`config.mk`:
```
export PLATFORM = sky130hd
export DESIGN_NAME = alu_pipe_gen2_flat
export DESIGN_NICKNAME = d
export VERILOG_FILES = /design/src/rtl/alu_pipe_gen2_if.sv /design/src/rtl/alu_pipe_gen2.sv /design/src/flat_wrapper.sv
export SDC_FILE = /design/constraint.sdc
export NUM_CORES = 1
export LEC_CHECK = 0
export ABC_AREA = 1
export BUFFER_PORTS_ARGS = -buffer_cell sky130_fd_sc_hd__buf_2
export CAP_MARGIN = 20
export CORE_ASPECT_RATIO = 1.75
export CORE_MARGIN = 2
export CORE_UTILIZATION = 55
export DETAILED_ROUTE_END_ITERATION = 10
export GPL_TIMING_DRIVEN = 0
export MAX_ROUTING_LAYER = met4
export PLACE_DENSITY = 0.84
export SLEW_MARGIN = 20
export SYNTH_ARGS = -nofsm -noshare
export SYNTH_HDL_FRONTEND = slang
export SYNTH_SLANG_ARGS = --single-unit
```
`constraint.sdc`:
```
create_clock -name clk -period 10.69 [get_ports clk]
set_clock_uncertainty 0.05 [all_clocks]
set_input_delay 1.6035 -clock clk [delete_from_list [all_inputs] [get_ports clk]]
set_output_delay 1.6035 -clock clk [all_outputs]
set_load 0.02 [all_outputs]
```
`src/rtl/alu_pipe_gen2_if.sv`:
```
// alu_pipe_gen2_if: operand/command beat and result/flag bundle for alu_pipe_gen2.
// The master side is the operand sequencer. The slave side is the ALU.

interface alu_pipe_gen2_if #(
    parameter int unsigned DW = 8,
    parameter int unsigned CW = 4
);
    logic            ce;
    logic            mode;
    logic [CW-1:0]   cmd;
    logic [1:0]      inp_valid;
    logic [DW-1:0]   opa;
    logic [DW-1:0]   opb;
    logic            cin;
    logic [2*DW-1:0] res;
    logic            out_valid;
    logic            busy;
    logic            cout;
    logic            oflow;
    logic            g;
    logic            e;
    logic            l;
    logic            err;

    modport master (
        output ce, mode, cmd, inp_valid, opa, opb, cin,
        input  res, out_valid, busy, cout, oflow, g, e, l, err
    );

    modport slave (
        input  ce, mode, cmd, inp_valid, opa, opb, cin,
        output res, out_valid, busy, cout, oflow, g, e, l, err
    );
endinterface

```
`src/rtl/alu_pipe_gen2.sv`:
```
// alu_pipe_gen2: DW-bit ALU with a split-operand capture FSM, idle timeout,
// a 2-stage multiply pipeline and OUT_VALID/BUSY handshaking.
// Optional feature macro: ALU_SIGNED_EN (two's-complement arithmetic in MODE=1).

module alu_pipe_gen2 #(
    parameter int unsigned DW      = 8,
    parameter int unsigned CW      = 4,
    parameter int unsigned TIMEOUT = 16
) (
    input  logic           clk,
    input  logic           rst,
    alu_pipe_gen2_if.slave bus
);

    localparam int unsigned SW   = $clog2(DW);
    localparam int unsigned RW   = 2 * DW;
    localparam int unsigned CntW = $clog2(TIMEOUT + 1);

`ifdef ALU_SIGNED_EN
    localparam bit SignedEn = 1'b1;
`else
    localparam bit SignedEn = 1'b0;
`endif

    typedef enum logic [1:0] {
        StIdle,
        StWaitA,
        StWaitB,
        StMul2
    } state_e;

    // Result placement helpers.
    function automatic logic [RW-1:0] zext_w(input logic [DW:0] x);
        return {{(RW-DW-1){1'b0}}, x};
    endfunction

    function automatic logic [RW-1:0] zext_d(input logic [DW-1:0] x);
        return {{DW{1'b0}}, x};
    endfunction

    function automatic logic [RW-1:0] sext_d(input logic [DW-1:0] x);
        return {{DW{x[DW-1]}}, x};
    endfunction

    // DW+1-bit multiply intermediate; sign bit only replicated in signed builds.
    function automatic logic [DW:0] ext1(input logic [DW-1:0] x);
        return {SignedEn & x[DW-1], x};
    endfunction

    function automatic logic ovf_add(input logic sa, input logic sb, input logic sr);
        return (sa == sb) && (sr != sa);
    endfunction

    function automatic logic ovf_sub(input logic sa, input logic sb, input logic sr);
        return (sa != sb) && (sr != sa);
    endfunction

    state_e          state_q, state_d;
    logic [DW-1:0]   a_q, b_q;
    logic [CntW-1:0] cnt_q;
    logic [DW:0]     mul_a_q, mul_b_q;
    logic [RW-1:0]   res_q;
    logic            out_valid_q;
    logic            cout_q, oflow_q, g_q, e_q, l_q, err_q;

    // FSM controls
    logic launch, cap_a, cap_b, cnt_clr, cnt_inc, timeout, mul_fire;

    // Operands as seen by the launching beat: fresh beat data wins over held data.
    logic [DW-1:0] a_eff, b_eff;
    logic [31:0]   op;

    logic [DW:0] add_ab, add_abc, sub_ab, sub_abc, inc_a, dec_a, inc_b, dec_b;
    logic [DW:0] arith_r;
    logic        arith_sa, arith_sb, arith_add;

    logic [SW-1:0] rot_amt;
    logic [DW-1:0] rot_l, rot_r, logic_v;
    logic          rot_err;

    logic [RW-1:0] alu_res;
    logic          alu_cout, alu_oflow, alu_g, alu_e, alu_l, alu_err, alu_is_mul;
    logic [DW:0]   alu_ma, alu_mb;

    logic [RW-1:0] mul_x, mul_y, prod;

    assign a_eff = bus.inp_valid[0] ? bus.opa : a_q;
    assign b_eff = bus.inp_valid[1] ? bus.opb : b_q;
    // The CMD of the launching beat always decides the op, so the first beat's CMD is not kept.
    assign op    = 32'(bus.cmd);

    localparam logic [DW:0] One = {{DW{1'b0}}, 1'b1};

    assign add_ab  = {1'b0, a_eff} + {1'b0, b_eff};
    assign add_abc = add_ab + {{DW{1'b0}}, bus.cin};
    assign sub_ab  = {1'b0, a_eff} - {1'b0, b_eff};
    assign sub_abc = sub_ab - {{DW{1'b0}}, bus.cin};
    assign inc_a   = {1'b0, a_eff} + One;
    assign dec_a   = {1'b0, a_eff} - One;
    assign inc_b   = {1'b0, b_eff} + One;
    assign dec_b   = {1'b0, b_eff} - One;

    assign rot_amt = b_eff[SW-1:0];
    assign rot_l   = (a_eff << rot_amt) | (a_eff >> (DW - 32'(rot_amt)));
    assign rot_r   = (a_eff >> rot_amt) | (a_eff << (DW - 32'(rot_amt)));
    assign rot_err = |b_eff[DW-1:SW];

    // Stage 2 multiply; truncating to RW bits keeps the low product bits exact.
    assign mul_x = SignedEn ? {{(RW-DW-1){mul_a_q[DW]}}, mul_a_q}
                            : {{(RW-DW-1){1'b0}}, mul_a_q};
    assign mul_y = SignedEn ? {{(RW-DW-1){mul_b_q[DW]}}, mul_b_q}
                            : {{(RW-DW-1){1'b0}}, mul_b_q};
    assign prod  = mul_x * mul_y;

    // State register; CE low freezes the FSM.
    always_ff @(posedge clk or posedge rst) begin
        if (rst) begin
            state_q <= StIdle;
        end else if (bus.ce) begin
            state_q <= state_d;
        end
    end

    // Next-state and beat-capture decode.
    always_comb begin
        state_d  = state_q;
        launch   = 1'b0;
        cap_a    = 1'b0;
        cap_b    = 1'b0;
        cnt_clr  = 1'b0;
        cnt_inc  = 1'b0;
        timeout  = 1'b0;
        mul_fire = 1'b0;
        unique case (state_q)
            StIdle: begin
                cap_a = bus.inp_valid[0];
                cap_b = bus.inp_valid[1];
                unique case (bus.inp_valid)
                    2'b11: launch = 1'b1;
                    2'b01: begin
                        cnt_clr = 1'b1;
                        state_d = StWaitB;
                    end
                    2'b10: begin
                        cnt_clr = 1'b1;
                        state_d = StWaitA;
                    end
                    default: ;
                endcase
            end
            StWaitB: begin
                if (bus.inp_valid[1]) begin
                    cap_a   = bus.inp_valid[0];
                    cap_b   = 1'b1;
                    launch  = 1'b1;
                    cnt_clr = 1'b1;
                    state_d = StIdle;
                end else if (bus.inp_valid[0]) begin
                    cap_a   = 1'b1;
                    cnt_clr = 1'b1;
                end else if (cnt_q == CntW'(TIMEOUT - 1)) begin
                    timeout = 1'b1;
                    cnt_clr = 1'b1;
                    state_d = StIdle;
                end else begin
                    cnt_inc = 1'b1;
                end
            end
            StWaitA: begin
                if (bus.inp_valid[0]) begin
                    cap_a   = 1'b1;
                    cap_b   = bus.inp_valid[1];
                    launch  = 1'b1;
                    cnt_clr = 1'b1;
                    state_d = StIdle;
                end else if (bus.inp_valid[1]) begin
                    cap_b   = 1'b1;
                    cnt_clr = 1'b1;
                end else if (cnt_q == CntW'(TIMEOUT - 1)) begin
                    timeout = 1'b1;
                    cnt_clr = 1'b1;
                    state_d = StIdle;
                end else begin
                    cnt_inc = 1'b1;
                end
            end
            StMul2: begin
                // Beats are ignored here; the product lands on this edge.
                mul_fire = 1'b1;
                state_d  = StIdle;
            end
            default: state_d = StIdle;
        endcase
        if (launch && alu_is_mul) begin
            state_d = StMul2;
        end
    end

    // Pick the add/sub sub-result and the operand signs used for overflow.
    always_comb begin
        arith_r   = add_ab;
        arith_sa  = a_eff[DW-1];
        arith_sb  = b_eff[DW-1];
        arith_add = 1'b1;
        case (op)
            1: begin
                arith_r   = sub_ab;
                arith_add = 1'b0;
            end
            2: arith_r = add_abc;
            3: begin
                arith_r   = sub_abc;
                arith_add = 1'b0;
            end
            4: begin
                arith_r  = inc_a;
                arith_sb = 1'b0;
            end
            5: begin
                arith_r   = dec_a;
                arith_sb  = 1'b0;
                arith_add = 1'b0;
            end
            6: begin
                arith_r  = inc_b;
                arith_sa = b_eff[DW-1];
                arith_sb = 1'b0;
            end
            7: begin
                arith_r   = dec_b;
                arith_sa  = b_eff[DW-1];
                arith_sb  = 1'b0;
                arith_add = 1'b0;
            end
            default: ;
        endcase
    end

    // Single-cycle result, flags and multiply-stage operands for the launching beat.
    always_comb begin
        alu_res    = '0;
        alu_cout   = 1'b0;
        alu_oflow  = 1'b0;
        alu_g      = 1'b0;
        alu_e      = 1'b0;
        alu_l      = 1'b0;
        alu_err    = 1'b0;
        alu_is_mul = 1'b0;
        alu_ma     = '0;
        alu_mb     = '0;
        logic_v    = '0;
        if (bus.mode) begin
            case (op)
                0, 1, 2, 3, 4, 5, 6, 7: begin
                    if (SignedEn) begin
                        alu_res   = sext_d(arith_r[DW-1:0]);
                        alu_oflow = arith_add ? ovf_add(arith_sa, arith_sb, arith_r[DW-1])
                                              : ovf_sub(arith_sa, arith_sb, arith_r[DW-1]);
                    end else begin
                        alu_res   = arith_add ? zext_w(arith_r) : zext_d(arith_r[DW-1:0]);
                        alu_oflow = ~arith_add & arith_r[DW];
                    end
                    alu_cout = arith_add & arith_r[DW];
                end
                8: begin
                    if (SignedEn) begin
                        alu_g = $signed(a_eff) > $signed(b_eff);
                        alu_l = $signed(a_eff) < $signed(b_eff);
                    end else begin
                        alu_g = a_eff > b_eff;
                        alu_l = a_eff < b_eff;
                    end
                    alu_e = a_eff == b_eff;
                end
                9: begin
                    alu_is_mul = 1'b1;
                    alu_ma     = ext1(a_eff) + One;
                    alu_mb     = ext1(b_eff) + One;
                end
                10: begin
                    alu_is_mul = 1'b1;
                    alu_ma     = ext1(a_eff) << 1;
                    alu_mb     = ext1(b_eff);
                end
                default: alu_err = 1'b1;
            endcase
        end else begin
            case (op)
                0:  logic_v = a_eff & b_eff;
                1:  logic_v = ~(a_eff & b_eff);
                2:  logic_v = a_eff | b_eff;
                3:  logic_v = ~(a_eff | b_eff);
                4:  logic_v = a_eff ^ b_eff;
                5:  logic_v = ~(a_eff ^ b_eff);
                6:  logic_v = ~a_eff;
                7:  logic_v = ~b_eff;
                8:  logic_v = a_eff >> 1;
                9:  logic_v = a_eff << 1;
                10: logic_v = b_eff >> 1;
                11: logic_v = b_eff << 1;
                12: begin
                    logic_v = rot_l;
                    alu_err = rot_err;
                end
                13: begin
                    logic_v = rot_r;
                    alu_err = rot_err;
                end
                default: alu_err = 1'b1;
            endcase
            alu_res = zext_d(logic_v);
        end
    end

    // Operand holding, idle counter, multiply stage 1 and registered results/flags.
    always_ff @(posedge clk or posedge rst) begin
        if (rst) begin
            a_q         <= '0;
            b_q         <= '0;
            cnt_q       <= '0;
            mul_a_q     <= '0;
            mul_b_q     <= '0;
            res_q       <= '0;
            out_valid_q <= 1'b0;
            cout_q      <= 1'b0;
            oflow_q     <= 1'b0;
            g_q         <= 1'b0;
            e_q         <= 1'b0;
            l_q         <= 1'b0;
            err_q       <= 1'b0;
        end else if (bus.ce) begin
            out_valid_q <= 1'b0;
            if (cap_a) a_q <= bus.opa;
            if (cap_b) b_q <= bus.opb;
            if (cnt_clr) begin
                cnt_q <= '0;
            end else if (cnt_inc) begin
                cnt_q <= cnt_q + CntW'(1);
            end
            if (launch && alu_is_mul) begin
                mul_a_q <= alu_ma;
                mul_b_q <= alu_mb;
            end
            if (timeout) begin
                res_q       <= '0;
                {cout_q, oflow_q, g_q, e_q, l_q} <= '0;
                err_q       <= 1'b1;
                out_valid_q <= 1'b1;
            end else if (launch && !alu_is_mul) begin
                res_q       <= alu_res;
                cout_q      <= alu_cout;
                oflow_q     <= alu_oflow;
                g_q         <= alu_g;
                e_q         <= alu_e;
                l_q         <= alu_l;
                err_q       <= alu_err;
                out_valid_q <= 1'b1;
            end else if (mul_fire) begin
                res_q       <= prod;
                {cout_q, oflow_q, g_q, e_q, l_q, err_q} <= '0;
                out_valid_q <= 1'b1;
            end
        end
    end

    assign bus.res       = res_q;
    assign bus.out_valid = out_valid_q;
    assign bus.busy      = (state_q == StMul2);
    assign bus.cout      = cout_q;
    assign bus.oflow     = oflow_q;
    assign bus.g         = g_q;
    assign bus.e         = e_q;
    assign bus.l         = l_q;
    assign bus.err       = err_q;

endmodule

```
`src/flat_wrapper.sv`:
```
// flat-port wrapper written by rule: the top's interface ports become plain ports
module alu_pipe_gen2_flat 
#(
    parameter int unsigned DW      = 8,
    parameter int unsigned CW      = 4,
    parameter int unsigned TIMEOUT = 16
)
  (clk, rst, bus_ce, bus_mode, bus_cmd, bus_inp_valid, bus_opa, bus_opb, bus_cin, bus_res, bus_out_valid, bus_busy, bus_cout, bus_oflow, bus_g, bus_e, bus_l, bus_err);
  alu_pipe_gen2_if #(.DW(DW), .CW(CW)) bus_i ();
  input  logic clk;
  input  logic rst;
  input wire logic [$bits(bus_i.ce)-1:0] bus_ce;
  input wire logic [$bits(bus_i.mode)-1:0] bus_mode;
  input wire logic [$bits(bus_i.cmd)-1:0] bus_cmd;
  input wire logic [$bits(bus_i.inp_valid)-1:0] bus_inp_valid;
  input wire logic [$bits(bus_i.opa)-1:0] bus_opa;
  input wire logic [$bits(bus_i.opb)-1:0] bus_opb;
  input wire logic [$bits(bus_i.cin)-1:0] bus_cin;
  output wire logic [$bits(bus_i.res)-1:0] bus_res;
  output wire logic [$bits(bus_i.out_valid)-1:0] bus_out_valid;
  output wire logic [$bits(bus_i.busy)-1:0] bus_busy;
  output wire logic [$bits(bus_i.cout)-1:0] bus_cout;
  output wire logic [$bits(bus_i.oflow)-1:0] bus_oflow;
  output wire logic [$bits(bus_i.g)-1:0] bus_g;
  output wire logic [$bits(bus_i.e)-1:0] bus_e;
  output wire logic [$bits(bus_i.l)-1:0] bus_l;
  output wire logic [$bits(bus_i.err)-1:0] bus_err;
  assign bus_i.ce = bus_ce;
  assign bus_i.mode = bus_mode;
  assign bus_i.cmd = bus_cmd;
  assign bus_i.inp_valid = bus_inp_valid;
  assign bus_i.opa = bus_opa;
  assign bus_i.opb = bus_opb;
  assign bus_i.cin = bus_cin;
  assign bus_res = bus_i.res;
  assign bus_out_valid = bus_i.out_valid;
  assign bus_busy = bus_i.busy;
  assign bus_cout = bus_i.cout;
  assign bus_oflow = bus_i.oflow;
  assign bus_g = bus_i.g;
  assign bus_e = bus_i.e;
  assign bus_l = bus_i.l;
  assign bus_err = bus_i.err;
  alu_pipe_gen2 #(.DW(DW), .CW(CW), .TIMEOUT(TIMEOUT)) u_core (.clk(clk), .rst(rst), .bus(bus_i));
endmodule
```
==> flow_summary.ini, run 1 <==
[outcome]
status = finished clean

[worst_setup_path]
worstSetupPathType = reg2reg
critPathLaunch = u_core.mul_a_q[1]
critical_path.endpoint = u_core.bus.res[13]
r2r_cells = 19
cp.arrival_ns = 5.16
cp-start-kind = register
worstPathRequired_ns = 10.86
worst_r2r_endpoint = u_core.bus.res[13]
reg2reg_slack_ns = 5.70
endpoint_kind = register
crit-reg2reg-launch = u_core.mul_a_q[1]
path_max_fanout = 10

[cells_and_area]
final_nets = 1772
nFillCells = 1789
syn_to_final_growth_pct = 9.01
multi_input_area_um2 = 7030
final_area_um2 = 10800
diodes = 0
regArea_um2 = 1600
final_cell_mix = nand2_1, inv_1, nand3_1, nor2_1, ha_1
utilization = 0.606
drive_gt1_frac = 0.121
layout_commonest_cell = nand2_1

[sta]
rsz0062_at_grt = no
holdWs_ns = 0.432
worst_pin_slew_ns = 1.00
final-hold-violation-count = 0
period_minus_slack_ns = 4.99
fin_setup_tns_ns = 0
relSlewSlack = 0.328
setup_violations = 0
maxClockFrequency_mhz = 200
min_period_over_period = 0.467
drv_slew = 0

[min_path]
hold_class = reg2reg

[cts]
htreeDepth = 3
cts.repair.resized = 0
clockRootBuffer = clkbuf_16
cts_tree = done
postCtsSetupRepairBufs = 0
cts_sinks = 64
numCtsBuffers = 9
clockBufferDepth = 2
cts.hold.buffers_added = 0
insertion_delay_ns = 0.34
clk_pin_slew_ns = 0.06

[global_routing]
track_usage = 0.404
antenna_found_initial = 0
overflow = 0
grt_pass1_wl_um = 57200
grt_pass1_vias = 10800
grt_max_degree = 43

[placed_design]
dp_hpwl_um = 30400
gp_congestion = 1.05
post_dp_cell_area_um2 = 10500
portBuffers = 50

[power_and_ir_drop]
pwr-share-comb = 0.629
clkPwrFrac = 0.183
powerDensity_nw_per_um2 = 168
p_seq_frac = 0.188
switching_power_uw = 962
ir_drop_uv = 94.8
swShare = 0.528
internal-power_uw = 859
power_leakage_uw = 0.00604

[route]
viasPerCell = 5.75
first_pass_iters = 6
vias = 10700
drtAntennaViolNets = 0
wl_per_cell_um = 20.0
drc = 0
drtIter0Drc = 818
wl_um = 37200

[logic_synthesis]
synth-seq-area-share = 0.161
synth_cells = 1559
synthArstFlopShare = 1.00
syn_nets = 1710
synth-edff-count = 0
syn_area_per_cell_um2 = 6.37
ys_types = 52
synth_area_um2 = 9940
synth-seq-cells = 64
yosysWarnings = 0
synthFlopType = dfrtp_1

[floorplanning]
num_rows = 65
dieArea_um2 = 19200
dieWidth_um = 106
pin_count = 51
start_util = 0.555
die_y_um = 182
core_um2 = 17900

[flow_run]
drv_cap = 0
[registers in the layout, indices dropped and copies added, names as in the netlist]
register / cells
u_core.bus.e: 1
u_core.bus.l: 1
u_core.bus.out_valid: 1
u_core.bus.res: 16
u_core.a_q: 8
u_core.bus.cout: 1
u_core.state_q: 2
u_core.mul_b_q: 9
u_core.cnt_q: 5
u_core.bus.err: 1
u_core.bus.g: 1
u_core.b_q: 8
u_core.bus.oflow: 1
u_core.mul_a_q: 9
[worst min-delay path by stage]
stage,to,startpoint,slack (ns),cells after the start
6_report,u_core.bus.l,u_core.bus.l,0.43,2
3_3_place_gp,u_core.bus.out_valid,u_core.bus.out_valid,0.41,2
5_1_grt,u_core.bus.l,u_core.bus.l,0.46,2
2_1_floorplan,u_core.a_q[1],u_core.a_q[1],0.40,2
3_5_place_dp,u_core.bus.cout,u_core.bus.cout,0.42,2
4_1_cts,u_core.bus.cout,u_core.bus.cout,0.44,2
[worst max-delay path: stages, from the launching register on]
cell and delay (ns):
dfrtp_1 0.34, clkbuf_1 0.44, nand2_1 0.15, fa_1 0.51
fa_1 0.55, inv_1 0.06, fa_1 0.53, inv_1 0.06
fa_1 0.54, inv_1 0.05, ha_1 0.38, a21oi_1 0.24
o21ai_0 0.14, a21oi_1 0.23, or2_2 0.17, nand2_1 0.04
a21oi_1 0.14, a21oi_1 0.08, o21ai_0 0.09, nand2_1 0.08
[routing by layer]
metal,routed length (um),GRT usage
met4,3300,0.304
met5,0,-
met1,12500,0.387
met2,19400,0.733
met3,1990,0.0424
[cells by family after synthesis]
| family | count (synthesis) | synth area share |
|---|---|---|
| AOI/OAI and AO/OA | 199 | 0.125 |
| xor gates and xnor gates | 11 | 0.00969 |
| adders and majority gates | 124 | 0.195 |
| buffers and inverters | 321 | 0.131 |
| DFF | 64 | 0.161 |
| muxes | 2 | 0.00227 |
| and+or+nand+nor | 838 | 0.376 |
[cell type report]
cell class,count,share of cell area
Multi-Input combinational cell,1174,0.649
Sequential cell,64,0.148
Inverter,274,0.0956
Tap cell,234,0.0270
Timing Repair Buffer,51,0.0249
Buffer,47,0.0248
Clock buffer,10,0.0221
Clock inverter,6,0.00843
[synthesized netlist by cell type, drive strengths merged, types with 6 or more instances]
cell type,n,area [um2]
a21oi,46,230
or2,7,43.8
clkbuf,26,97.6
o21ai,93,567
a31oi,12,75.1
xor2,9,78.8
o2111ai,8,70.1
fa,51,1020
nor4,6,37.5
nor2,110,478
buf,21,171
dfrtp,64,1600
nand4,20,125
nand3b,6,45.0
nor3,13,65.1
ha,73,913
inv,271,1020
nand2,546,2260
nand3,128,668
o211ai,11,82.6
o22ai,13,81.3
[per-stage QoR]
step	std cells	total power, uW	setup slack (ns)
final	1860	1820	5.70
after global routing	1860	1950	5.35
after CTS	1860	1800	5.73
after detailed placement	1844	1470	5.67
after global placement	1843	1440	5.71
after floorplan	1559	1130	6.39
[power by group through the flow]
stage	Clock, uW	Combinational, uW	Sequential, uW
2_1_floorplan	0	761	364
3_3_place_gp	0	1100	342
3_5_place_dp	0	1120	344
4_1_cts	332	1130	341
5_1_grt	340	1260	348
6_report	333	1150	342
No activity file was read; power rests on OpenSTA's default activity.
==> inputs of run 2 (changes only) <==
Clock period 10.69 ns to 4.7 ns, I/O delays scaled along.
==> run 2 against run 1 <==
Against the previous run:
- total power is 130% higher
- critical path depth stayed put
- register-to-register slack worse by 5.5 ns
- sequential cell count stayed put
- sequential power grew to 2.6 times the previous value
- clock-buffer cell count stayed put
- combinational power is 130% higher
- wire length is 1.1% higher
- via count is 1.0% higher
- cell area is 1.4% higher
- sequential share of layout area hardly changed
- critical path type unchanged
==> flow_summary.ini, run 2 (synthesis results as in run 1) <==
[route]
first_pass_iters = 6
drtIter0Drc = 994
drtAntennaViolNets = 0
wl_um = 37600
viasPerCell = 5.79
drc = 0
wl_per_cell_um = 20.1
vias = 10800

[worst_setup_path]
cp-start-kind = register
path_max_fanout = 6
worstSetupPathType = reg2reg
worstPathRequired_ns = 4.88
r2r_cells = 19
cpPeakStageDelay_ns = 0.57
crit-reg2reg-launch = u_core.mul_b_q[7]
cpMostUsedCell = fa_1
slowest_stage = fa_1
cp.arrival_ns = 4.71
reg2reg_slack_ns = 0.17
endpoint_kind = register
crit_chain = buf_4 -> nand2_1 -> inv_1 -> fa_1 -> fa_1 -> fa_1 -> inv_1 -> fa_1 -> inv_1 -> ha_1 -> a21oi_1 -> o21ai_1 -> a21oi_2 -> or2_2 -> nand2_1 -> a21oi_1 -> a21oi_1 -> o21ai_1 -> nand2_1
crit_family = adder cells
cp_num_buf_inv = 4
worst_r2r_endpoint = u_core.bus.res[13]

[placed_design]
dp_hpwl_um = 30400
gp_congestion = 1.05
placed_cells = 1844
portBuffers = 50
dp_slack_ns = -0.197

[cts]
htreeDepth = 3
insertion_delay_ns = 0.35
cts_sinks = 64
clockRootBuffer = clkbuf_16
cts.hold.buffers_added = 0
cts_tree = done
clk_pin_slew_ns = 0.06
clockBufferDepth = 2
numCtsBuffers = 9

[global_routing]
grt_pass1_vias = 10700
grt_max_degree = 43
top_usage_layer = met2
antenna_found_initial = 0
overflow = 0
grt_pass1_wl_um = 57200
track_usage = 0.403
use_met2 = 0.732
met1_usage = 0.388
use_met3 = 0.0370

[cells_and_area]
diodes = 0
final_cell_mix = nand2_1, inv_1, nand3_1, nor2_1, ha_1
final_cells = 1868
syn_to_final_growth_pct = 10.6
final_nets = 1780
drive_gt1_frac = 0.147
layout_commonest_cell = nand2_1
largest_register_ffs = 16

[floorplanning]
dieArea_um2 = 19200
num_rows = 65
pin_count = 51
dieWidth_um = 106
core_um2 = 17900
die_y_um = 182
start_util = 0.555

[sta]
relSlewSlack = 0.328
worst_pin_slew_ns = 1.00
period_minus_slack_ns = 4.53
final-hold-violation-count = 0
maxClockFrequency_mhz = 221
min_period_over_period = 0.964
drv_slew = 0
final.setup.worst_slack_ns = 0.171
setup_violations = 0

[power_and_ir_drop]
ir_drop_uv = 218
power_leakage_uw = 0.00613
powerDensity_nw_per_um2 = 387

[min_path]
hold_class = in2async

[outcome]
status = finished clean

[flow_run]
drv_cap = 0
## run 2: cell count changes in the layout (fill, tap and decap cells not counted), sizes merged
cell	delta
buf	+25
clkbuf	-17
## run 2: routing by layer
layer | vias to the layer above | part of all wire
li1 | 5078 | -
met1 | 5006 | 0.33
met4 | 0 | 0.090
met3 | 202 | 0.052
met5 | - | 0
met2 | 525 | 0.52
## run 2: how the worst max path moves through the flow
stage | depth (start not counted) | to | slack (ns) | start
after detailed placement | 18 | u_core.bus.res[13] | -0.20 | u_core.mul_a_q[1]
after CTS | 17 | u_core.bus.res[13] | 0.004 | u_core.mul_a_q[2]
final | 19 | u_core.bus.res[13] | 0.17 | u_core.mul_b_q[7]
after global routing | 19 | u_core.bus.res[13] | -0.01 | u_core.mul_b_q[8]
after floorplan | 18 | u_core.bus.res[13] | 0.40 | u_core.mul_b_q[8]
after global placement | 18 | u_core.bus.res[13] | -0.16 | u_core.mul_a_q[1]
## run 2: final cells by class
| class | instances | area [um2] |
|---|---|---|
| Clock buffer | 10 | 239 |
| Clock inverter | 6 | 91.3 |
| Fill cell | 1753 | 6900 |
| Multi-Input combinational cell | 1174 | 7040 |
| Buffer | 29 | 201 |
| Inverter | 274 | 1040 |
| Sequential cell | 64 | 1620 |
| Tap cell | 234 | 293 |
| Timing Repair Buffer | 77 | 463 |
## run 2: power by group
part           total (uW)  internal, uW  leakage (uW)  switching, uW
combinational        2610           853       0.00516           1760
sequential            887           704      0.000812            183
clock                 755           481      0.000163            274
total                4260          2040       0.00613           2220
## run 2: per-stage QoR
step / hold WS, ns / util / power [uW] / cell area, um2 / setup TNS, ns
2_1_floorplan: 0.403 / - / 2560 / 9940 / 0
3_3_place_gp: 0.410 / 0.586 / 3290 / 10500 / -0.219
3_5_place_dp: 0.416 / 0.587 / 3330 / 10500 / -0.258
4_1_cts: 0.287 / 0.603 / 4070 / 10800 / 0
5_1_grt: 0.307 / 0.614 / 4540 / 11000 / -0.0132
6_report: 0.272 / 0.614 / 4260 / 11000 / 0
## run 2: worst reg2reg max path, cell delays in order (launching register included)
cell and delay (ns):
dfrtp_2 0.46, buf_4 0.16, nand2_1 0.05, inv_1 0.05, fa_1 0.52, fa_1 0.45, fa_1 0.55, inv_1 0.06
fa_1 0.57, inv_1 0.06, ha_1 0.36, a21oi_1 0.18, o21ai_1 0.12, a21oi_2 0.17, or2_2 0.15, nand2_1 0.04
a21oi_1 0.15, a21oi_1 0.08, o21ai_1 0.09, nand2_1 0.07
## run 2: what timing repair did
item / 4_1_cts / 5_1_grt
cloned: 0 / 0
gates resized for setup: 7 / 14
pin swaps: 0 / 0
endpoints found under the setup margin: 4 / 4
buffers inserted: 0 / 26
